<file path="src/rtl/d_write_buffer_if.sv">
// Store-side, memory-side and probe signals of the D-cache write buffer.
// The buffer uses the slave view; producer, arbiter and fill FSM use the master view.
interface d_write_buffer_if #(
    parameter int ADDR_W = 16,
    parameter int DATA_W = 16
);
    logic              wr_en;
    logic [ADDR_W-1:0] wr_addr;
    logic [DATA_W-1:0] wr_data;
    logic              full;
    logic              empty;
    logic              mem_req;
    logic [ADDR_W-1:0] mem_addr;
    logic [DATA_W-1:0] mem_data;
    logic              mem_ack;
    logic [ADDR_W-1:0] probe_addr;
    logic              probe_hit;

    modport slave (
        input  wr_en, wr_addr, wr_data, mem_ack, probe_addr,
        output full, empty, mem_req, mem_addr, mem_data, probe_hit
    );

    modport master (
        output wr_en, wr_addr, wr_data, mem_ack, probe_addr,
        input  full, empty, mem_req, mem_addr, mem_data, probe_hit
    );
endinterface

</file>
<file path="src/rtl/d_write_buffer.sv">
// D-cache write buffer: single-cycle store enqueue with same-address coalescing,
// FIFO drain to the memory arbiter over req/ack, and a block-address probe for the fill FSM.
module d_write_buffer #(
    parameter int DEPTH   = 4,
    parameter int ADDR_W  = 16,
    parameter int DATA_W  = 16,
    parameter int BLK_OFF = 4
) (
    input  logic            clk,
    input  logic            rst,
    d_write_buffer_if.slave bus
);
    localparam int PTR_W = $clog2(DEPTH);
    localparam int CNT_W = PTR_W + 1;
    localparam logic [ADDR_W-1:0] BLK_MASK = {ADDR_W{1'b1}} << BLK_OFF;

    typedef enum logic {IDLE, ISSUE} state_t;

    state_t            state_reg, state_next;
    logic [PTR_W-1:0]  head_reg, head_next;
    logic [PTR_W-1:0]  tail_reg, tail_next;
    logic [CNT_W-1:0]  count_reg, count_next;

    logic [ADDR_W-1:0] addr_mem [DEPTH];
    logic [DATA_W-1:0] data_mem [DEPTH];

    logic [DEPTH-1:0]  slot_valid;
    logic [DEPTH-1:0]  slot_match;
    logic [DEPTH-1:0]  slot_coal;
    logic [DEPTH-1:0]  slot_probe;
    logic [PTR_W-1:0]  coal_idx;
    logic              accept, coalesce, push, pop;

    // A slot is live when its distance from head (mod DEPTH) is below count.
    // The in-flight head is excluded from coalescing so the data on the bus stays stable.
    for (genvar gi = 0; gi < DEPTH; gi++) begin : g_slot
        logic [PTR_W-1:0] rel;
        assign rel            = PTR_W'(gi) - head_reg;
        assign slot_valid[gi] = {1'b0, rel} < count_reg;
        assign slot_match[gi] = slot_valid[gi] && (addr_mem[gi] == bus.wr_addr);
        assign slot_coal[gi]  = slot_match[gi] &&
                                !((state_reg == ISSUE) && (head_reg == PTR_W'(gi)));
        assign slot_probe[gi] = slot_valid[gi] &&
                                (((addr_mem[gi] ^ bus.probe_addr) & BLK_MASK) == '0);
    end

    always_comb begin
        coal_idx = '0;
        for (int i = DEPTH - 1; i >= 0; i--) begin
            if (slot_coal[i]) coal_idx = PTR_W'(i);
        end
    end

    assign accept   = bus.wr_en && (count_reg != CNT_W'(DEPTH));
    assign coalesce = accept && (|slot_coal);
    assign push     = accept && !coalesce;
    assign pop      = (state_reg == ISSUE) && bus.mem_ack;

    always_comb begin
        head_next  = pop  ? head_reg + PTR_W'(1) : head_reg;
        tail_next  = push ? tail_reg + PTR_W'(1) : tail_reg;
        count_next = count_reg + CNT_W'(push) - CNT_W'(pop);
        state_next = state_reg;
        case (state_reg)
            IDLE:    if (count_reg != '0) state_next = ISSUE;
            ISSUE:   if (pop && (count_next == '0)) state_next = IDLE;
            default: state_next = IDLE;
        endcase
    end

    always_ff @(posedge clk) begin
        if (rst) begin
            state_reg <= IDLE;
            head_reg  <= '0;
            tail_reg  <= '0;
            count_reg <= '0;
        end else begin
            state_reg <= state_next;
            head_reg  <= head_next;
            tail_reg  <= tail_next;
            count_reg <= count_next;
        end
    end

    // Entry storage carries no reset; liveness comes from head/count only.
    always_ff @(posedge clk) begin
        if (push) begin
            addr_mem[tail_reg] <= bus.wr_addr;
            data_mem[tail_reg] <= bus.wr_data;
        end else if (coalesce) begin
            data_mem[coal_idx] <= bus.wr_data;
        end
    end

    assign bus.full      = (count_reg == CNT_W'(DEPTH));
    assign bus.empty     = (count_reg == '0);
    assign bus.mem_req   = (state_reg == ISSUE);
    assign bus.mem_addr  = addr_mem[head_reg];
    assign bus.mem_data  = data_mem[head_reg];
    assign bus.probe_hit = |slot_probe;
endmodule

</file>
<file path="src/flat_wrapper.sv">
// flat-port wrapper written by rule: the top's interface ports become plain ports
module d_write_buffer_flat 
#(
    parameter int DEPTH   = 4,
    parameter int ADDR_W  = 16,
    parameter int DATA_W  = 16,
    parameter int BLK_OFF = 4
)
  (clk, rst, bus_wr_en, bus_wr_addr, bus_wr_data, bus_mem_ack, bus_probe_addr, bus_full, bus_empty, bus_mem_req, bus_mem_addr, bus_mem_data, bus_probe_hit);
  d_write_buffer_if #(.ADDR_W(ADDR_W), .DATA_W(DATA_W)) bus_i ();
  input  logic clk;
  input  logic rst;
  input wire logic [$bits(bus_i.wr_en)-1:0] bus_wr_en;
  input wire logic [$bits(bus_i.wr_addr)-1:0] bus_wr_addr;
  input wire logic [$bits(bus_i.wr_data)-1:0] bus_wr_data;
  input wire logic [$bits(bus_i.mem_ack)-1:0] bus_mem_ack;
  input wire logic [$bits(bus_i.probe_addr)-1:0] bus_probe_addr;
  output wire logic [$bits(bus_i.full)-1:0] bus_full;
  output wire logic [$bits(bus_i.empty)-1:0] bus_empty;
  output wire logic [$bits(bus_i.mem_req)-1:0] bus_mem_req;
  output wire logic [$bits(bus_i.mem_addr)-1:0] bus_mem_addr;
  output wire logic [$bits(bus_i.mem_data)-1:0] bus_mem_data;
  output wire logic [$bits(bus_i.probe_hit)-1:0] bus_probe_hit;
  assign bus_i.wr_en = bus_wr_en;
  assign bus_i.wr_addr = bus_wr_addr;
  assign bus_i.wr_data = bus_wr_data;
  assign bus_i.mem_ack = bus_mem_ack;
  assign bus_i.probe_addr = bus_probe_addr;
  assign bus_full = bus_i.full;
  assign bus_empty = bus_i.empty;
  assign bus_mem_req = bus_i.mem_req;
  assign bus_mem_addr = bus_i.mem_addr;
  assign bus_mem_data = bus_i.mem_data;
  assign bus_probe_hit = bus_i.probe_hit;
  d_write_buffer #(.DEPTH(DEPTH), .ADDR_W(ADDR_W), .DATA_W(DATA_W), .BLK_OFF(BLK_OFF)) u_core (.clk(clk), .rst(rst), .bus(bus_i));
endmodule
</file>
<file path="config.mk">
export PLATFORM = sky130hd
export DESIGN_NAME = d_write_buffer_flat
export DESIGN_NICKNAME = d
export VERILOG_FILES = /design/src/rtl/d_write_buffer_if.sv /design/src/rtl/d_write_buffer.sv /design/src/flat_wrapper.sv
export SDC_FILE = /design/constraint.sdc
export NUM_CORES = 1
export LEC_CHECK = 0
export CAP_MARGIN = 20
export CORE_UTILIZATION = 30
export DETAILED_ROUTE_END_ITERATION = 7
export PLACE_DENSITY_LB_ADDON = 0.12
export REMOVE_ABC_BUFFERS = 1
export SETUP_SLACK_MARGIN = 0.4
export SYNTH_ARGS = -nofsm -noshare
export SYNTH_HDL_FRONTEND = slang
export SYNTH_SLANG_ARGS = --single-unit
</file>
<file path="constraint.sdc">
create_clock -name clk -period 9.7 [get_ports clk]
set_input_delay 0.97 -clock clk [delete_from_list [all_inputs] [get_ports clk]]
set_output_delay 0.97 -clock clk [all_outputs]
set_load 0.005 [all_outputs]
</file>
==> reports/results.ini, run 1 <==
[drt]
drtIter0Drc = 209
vias = 3769
finalWirelength_mm = 16.7
drc = 0
wl_per_cell_um = 20.9
ant_nets = 0
vias_per_cell = 4.70
drt_first_pass_iters = 4

[pwr]
powerDensity_nw_per_um2 = 223
seq_power_share = 0.418
pwr-share-clk = 0.338
vdd_ir_drop_max_v = 0.000121
combPwrFrac = 0.244
p_switching_mw = 0.536
swShare = 0.286
leakagePower_nw = 2.69
internal_power_mw = 1.34

[final_layout]
nFillCells = 2024
diodes = 0
drive_gt1_frac = 0.149
syn2layout_area_growth_pct = 25.7
fin_nets = 576

[timing]
tightest_slew_ns = 1.17
rsz0062_at_grt = false
finClkSkew_ns = 0.0124
finalHoldViolCount = 0
finalSetupViolations = 0
setup_slack_ns = 5.56
drv_slew = 0
tns_ns = 0
fmax_mhz = 242
final.min_clock_period_ns = 4.14
slew_headroom = 0.218
final_min_period_over_clock_period = 0.427

[synth]
synth_seq_area_share = 0.605
synth-seq-cells = 138
synth.most_common_cell = edfxtp_1
synth_top_cells_by_count = 128 x edfxtp_1, 73 x xnor2_1, 42 x xor2_1, 32 x mux4_2, 17 x nand4_1
syn-cell-area_sq_um = 6680
synth_cell_types = 46
synth_edf_count = 128
synth-main-ff-cell = edfxtp_1
avgSynthCellArea_sq_um = 15.9
synth_area_leader_cell = edfxtp_1
synth_top_area_share = 0.575
synthCells = 420
ys_warn_count = 0
synth_area_leaders = edfxtp_1 58%, mux4_2 11%, xnor2_1 9.6%
synthArstFlopShare = 0

[global_route]
grt_pass1_vias = 4070
grt.total_usage = 0.156
grt_max_degree = 33
grt.overflow.total = 0
antenna_found_initial = 0
grt_pass1_wl_mm = 24.9

[clocking]
htree_levels = 4
cts_made_buffers = 17
cts_hold_buf = 0
root_buffer = clkbuf_16
cts_buffer_depth = 2
path_clk_slew_ns = 0.06
cts_tree = built
insertion_delay_ns = 0.43
postCtsResizedCells = 0
clkSinkCount = 138
postCtsSetupRepairBufs = 0

[place]
dp_hpwl_mm = 11.7
portBuffers = 83
place_congestion = 0.805
post-place-ws_ns = 4.85

[setup_path]
cp_cell_sequence = inv_1 -> ha_1 -> ha_1 -> nor2b_1 -> a22o_1 -> or4_1 -> nand3_1 -> clkdlybuf4s50_1
cpMostUsedCell = ha_1
crit_arrival_ns = 3.17
startpoint_type = flip-flop
cp_data_required_time_ns = 8.73
crit_path_end_kind = output port
max_stage_delay_ns = 0.53
worst-setup-path-type = reg -> out
r2r_slack_ns = 5.86
crit_slowest_cell = or4_1
worstPathMaxFanout = 5

[worst_hold_path]
hold_path_class = reg -> reg

[die]
design.core.area_sq_um = 21800
die_y_um = 151
dieArea_sq_um = 22900
io_pins = 88
rows = 54
initial_core_util = 0.306
die_w_um = 151

[flow_run]
maxCapViolations = 0

[outcome]
status = completed

## power groups by stage
stage,clock (mW),combinational [mW],sequential (mW)
6_report,0.633,0.457,0.781
5_1_grt,0.671,0.498,0.792
4_1_cts,0.645,0.468,0.784
3_5_place_dp,0,0.464,0.796
3_3_place_gp,0,0.465,0.794
2_1_floorplan,0,0.232,0.787
## cell families after synthesis
logic type	share of synthesized area
flip-flops	0.605
XOR/XNOR	0.151
buffers and inverters	0.0210
AO/OA/AOI/OAI	0.0214
AND/OR/NAND/NOR	0.0605
multiplexers	0.112
adder cells (fa/ha/maj)	0.0292
## metrics by stage
| stage | total power, mW | std cells | area (sq um) | util | hold slack, ns |
|---|---|---|---|---|---|
| after floorplan | 1.02 | 401 | 6580 | - | 0.493 |
| after global placement | 1.26 | 769 | 7810 | 0.358 | 0.530 |
| after detailed placement | 1.26 | 769 | 7810 | 0.358 | 0.537 |
| after CTS | 1.90 | 801 | 8390 | 0.384 | 0.549 |
| after global routing | 1.96 | 802 | 8400 | 0.385 | 0.578 |
| final | 1.87 | 802 | 8400 | 0.385 | 0.548 |
## layout by cell type (no fill, tap or decap), types with 2 or more instances in the layout
cell,netlist,routed
a41oi_1,2,2
inv_1,11,11
nand4_1,17,17
ha_1,14,14
dfxtp_1,10,9
nor3_1,2,2
nor2_1,11,11
nand2b_1,4,4
a21oi_1,7,5
inv_8,0,3
nor2b_1,2,2
nor4_2,2,2
clkbuf_16,0,17
xor2_1,42,42
clkdlybuf4s50_1,0,83
nor4_1,9,9
inv_6,0,5
o21ai_0,2,2
nand2_1,3,3
buf_4,0,5
and2_1,4,4
o2111ai_1,2,2
edfxtp_1,128,128
xnor2_1,73,73
clkinv_4,0,4
a21oi_2,0,2
mux4_2,32,32
a211oi_1,2,2
nand3_1,3,3
## layer usage
metal | vias up | global-route usage | wire length, um
met5 | - | 0 | 0
li1 | 1778 | - | -
met2 | 78 | 0.248 | 8040
met3 | 11 | 0.0310 | 844
met1 | 1902 | 0.214 | 7670
met4 | 0 | 0.0465 | 170
## layout make-up
| class | instances | area [sq um] | share of cell area |
|---|---|---|---|
| clock buffer | 17 | 425 | 0.0507 |
| clock inverter | 15 | 154 | 0.0183 |
| inverter | 12 | 45.0 | 0.00537 |
| multi-input combinational | 251 | 2500 | 0.298 |
| sequential | 138 | 4050 | 0.482 |
| tap | 280 | 350 | 0.0417 |
| timing repair buffer | 89 | 873 | 0.104 |
## worst max-delay path: cells and delay by family, from the launching register on
family	cells	cell delay, ns
buf+inv	2	0.63
flops	1	0.41
compound gates	1	0.26
simple gates	3	0.80
fa+ha+maj	2	0.65
## final timing paths
| kind | startpoint | cells after the start | to |
|---|---|---|---|
| max | u_core.head_reg[1] | 8 | bus_probe_hit |
| min | u_core.head_reg[1] | 2 | flip-flop |
| max reg2reg | u_core.head_reg[1] | 10 | u_core.addr_mem[2][14] |
| min reg2reg | u_core.head_reg[1] | 2 | flip-flop |
Note: power is estimated with default switching activity, not from simulation.
==> inputs of run 2 (changes only) <==
==> constraint.sdc (replaced) <==
create_clock -name clk -period 4.28 [get_ports clk]
set_input_delay 0.428 -clock clk [delete_from_list [all_inputs] [get_ports clk]]
set_output_delay 0.428 -clock clk [all_outputs]
set_load 0.005 [all_outputs]
==> reports/results.ini, run 2 (synthesis results as in run 1) <==
[outcome]
status = completed

[place]
dp_hpwl_mm = 12.4  ; +5.8%
portBuffers = 83  ; unchanged
post-place-ws_ns = 0.606  ; -4.24 ns
place_congestion = 0.822  ; +2.1%

[die]
design.core.area_sq_um = 21800  ; unchanged
die_y_um = 151  ; unchanged
initial_core_util = 0.306  ; unchanged
io_pins = 88  ; unchanged
rows = 54  ; unchanged
dieArea_sq_um = 22900  ; unchanged
die_w_um = 151  ; unchanged

[clocking]
postCtsSetupRepairBufs = 0  ; unchanged
cts_made_buffers = 17  ; unchanged
root_buffer = clkbuf_16
cts_tree = built
path_clk_slew_ns = 0.06  ; about the same
insertion_delay_ns = 0.42  ; about the same
clkSinkCount = 138  ; unchanged
cts_buffer_depth = 2  ; unchanged
htree_levels = 4  ; unchanged

[worst_hold_path]
hp-start = u_core.tail_reg[1]
hold_path_class = reg -> reg
hold_depth = 2  ; unchanged

[setup_path]
cp_data_required_time_ns = 3.85  ; -4.88 ns
critPathTopFamily = simple AND/OR/NAND/NOR gates
max_stage_delay_ns = 0.55  ; +0.02 ns
cpMostUsedCell = ha_1
crit_slowest_cell = or4_1
reg2reg_depth = 14  ; +4
worstPathMaxFanout = 6  ; +1
crit_path_end_kind = output port
rr_startpoint = u_core.head_reg[0]
crit_arrival_ns = 3.22  ; +0.05 ns
cp.depth = 8  ; unchanged
worst-setup-path-type = reg -> out
startpoint = u_core.head_reg[0]
path_buf_inv = 2  ; unchanged
cp_cell_sequence = inv_1 -> ha_1 -> ha_1 -> nor2b_1 -> a22o_1 -> or4_1 -> nand3_1 -> clkdlybuf4s50_1
startpoint_type = flip-flop

[final_layout]
final_common_cell = edfxtp_1
final_cell_mix = 128 x edfxtp_1, 83 x clkdlybuf4s50_1, 73 x xnor2_1
syn2layout_area_growth_pct = 27.5
drive_gt1_frac = 0.164  ; +0.0144
diodes = 0  ; unchanged
fin_nets = 585  ; +1.6%
nFillCells = 2022  ; -0.099%
final_util = 0.390  ; +0.00562

[global_route]
grt_max_degree = 19  ; -42%
antenna_found_initial = 0  ; unchanged
grt.total_usage = 0.160  ; +0.00450
grt_pass1_wl_mm = 25.6  ; +2.9%
grt_pass1_vias = 4061  ; -0.22%
grt.overflow.total = 0  ; unchanged

[drt]
vias_per_cell = 4.78  ; +1.8%
vias = 3880  ; +2.9%
wl_per_cell_um = 21.2  ; +1.4%
ant_nets = 0  ; unchanged
finalWirelength_mm = 17.2  ; +2.5%
drc = 0  ; unchanged
drt_first_pass_iters = 6  ; +2
drtIter0Drc = 251  ; +20%

[timing]
finalSetupViolations = 0  ; unchanged
fmax_mhz = 274
final.min_clock_period_ns = 3.65
finalHoldViolCount = 0  ; unchanged
tns_ns = 0  ; unchanged
finClkSkew_ns = 0.0152  ; +0.00278 ns
slew_headroom = 0.413  ; +0.195
final_min_period_over_clock_period = 0.852
setup_slack_ns = 0.633  ; -4.93 ns
drv_slew = 0  ; unchanged
rsz0062_at_grt = false
tightest_slew_ns = 0.879  ; -0.294 ns

[flow_run]
maxCapViolations = 0  ; unchanged

[pwr]
vdd_ir_drop_max_v = 0.000244  ; +100%
powerDensity_nw_per_um2 = 512  ; +130%
power_mw = 4.36  ; +130%
leakagePower_nw = 2.76  ; +2.5%

-- run 2: metrics by stage --
step / std cells / hold slack [ns] / instance area [sq um]
after floorplan: 401 / 0.493 / 6580
after global placement: 779 / 0.518 / 7900
after detailed placement: 779 / 0.530 / 7900
after CTS: 811 / 0.537 / 8510
after global routing: 811 / 0.581 / 8520
final: 811 / 0.527 / 8520
-- run 2: final cells by class --
type	instances	area, sq um	share of cell area
repair buffers	98	956	0.112
well taps	280	350	0.0411
clock inverters	14	181	0.0213
clock buffers	18	429	0.0504
flip-flops and latches	138	4050	0.475
multi-input cells	251	2510	0.295
inverters	12	45.0	0.00529
-- run 2: worst register-to-register path, stage by stage (launching register included) --
cell and delay, ns:
dfxtp_1 0.42, inv_1 0.12, ha_1 0.34, inv_1 0.05
ha_1 0.27, a21oi_1 0.33, o2111ai_1 0.15, nand4b_1 0.33
nor4bb_1 0.22, buf_4 0.17, ha_1 0.19, inv_1 0.06
fa_1 0.44, nor3b_1 0.16, a221oi_1 0.27
-- run 2: what timing repair did --
action                                  4_1_cts  5_1_grt
endpoints found under the setup margin        0        1
hold buffers                                  0        0
gates resized for setup                       0        1
-- run 2: report_power, final --
| group | leakage, nW | total [mW] | internal, mW | switching, mW |
|---|---|---|---|---|
| Clock | 0.297 | 1.52 | 0.930 | 0.590 |
| Sequential | 1.26 | 1.77 | 1.64 | 0.132 |
| Combinational | 1.20 | 1.07 | 0.577 | 0.491 |
-- run 2: final timing paths --
path                                           end  slack, ns
worst max-delay path                 bus_probe_hit       0.63
worst min-delay path            u_core.tail_reg[1]       0.53
worst max register to register  u_core.bus.mem_req       0.68
worst min register to register  u_core.tail_reg[1]       0.53
-- run 2: routing by layer --
metal  vias to the layer above  track usage  wire length, um  share of wire
met5                         -            0                0              0
met3                        11       0.0349              757          0.044
li1                       1791            -                -              -
met1                      1983        0.226             8100           0.47
met4                         0       0.0465              187          0.011
met2                        95        0.246             8110           0.47
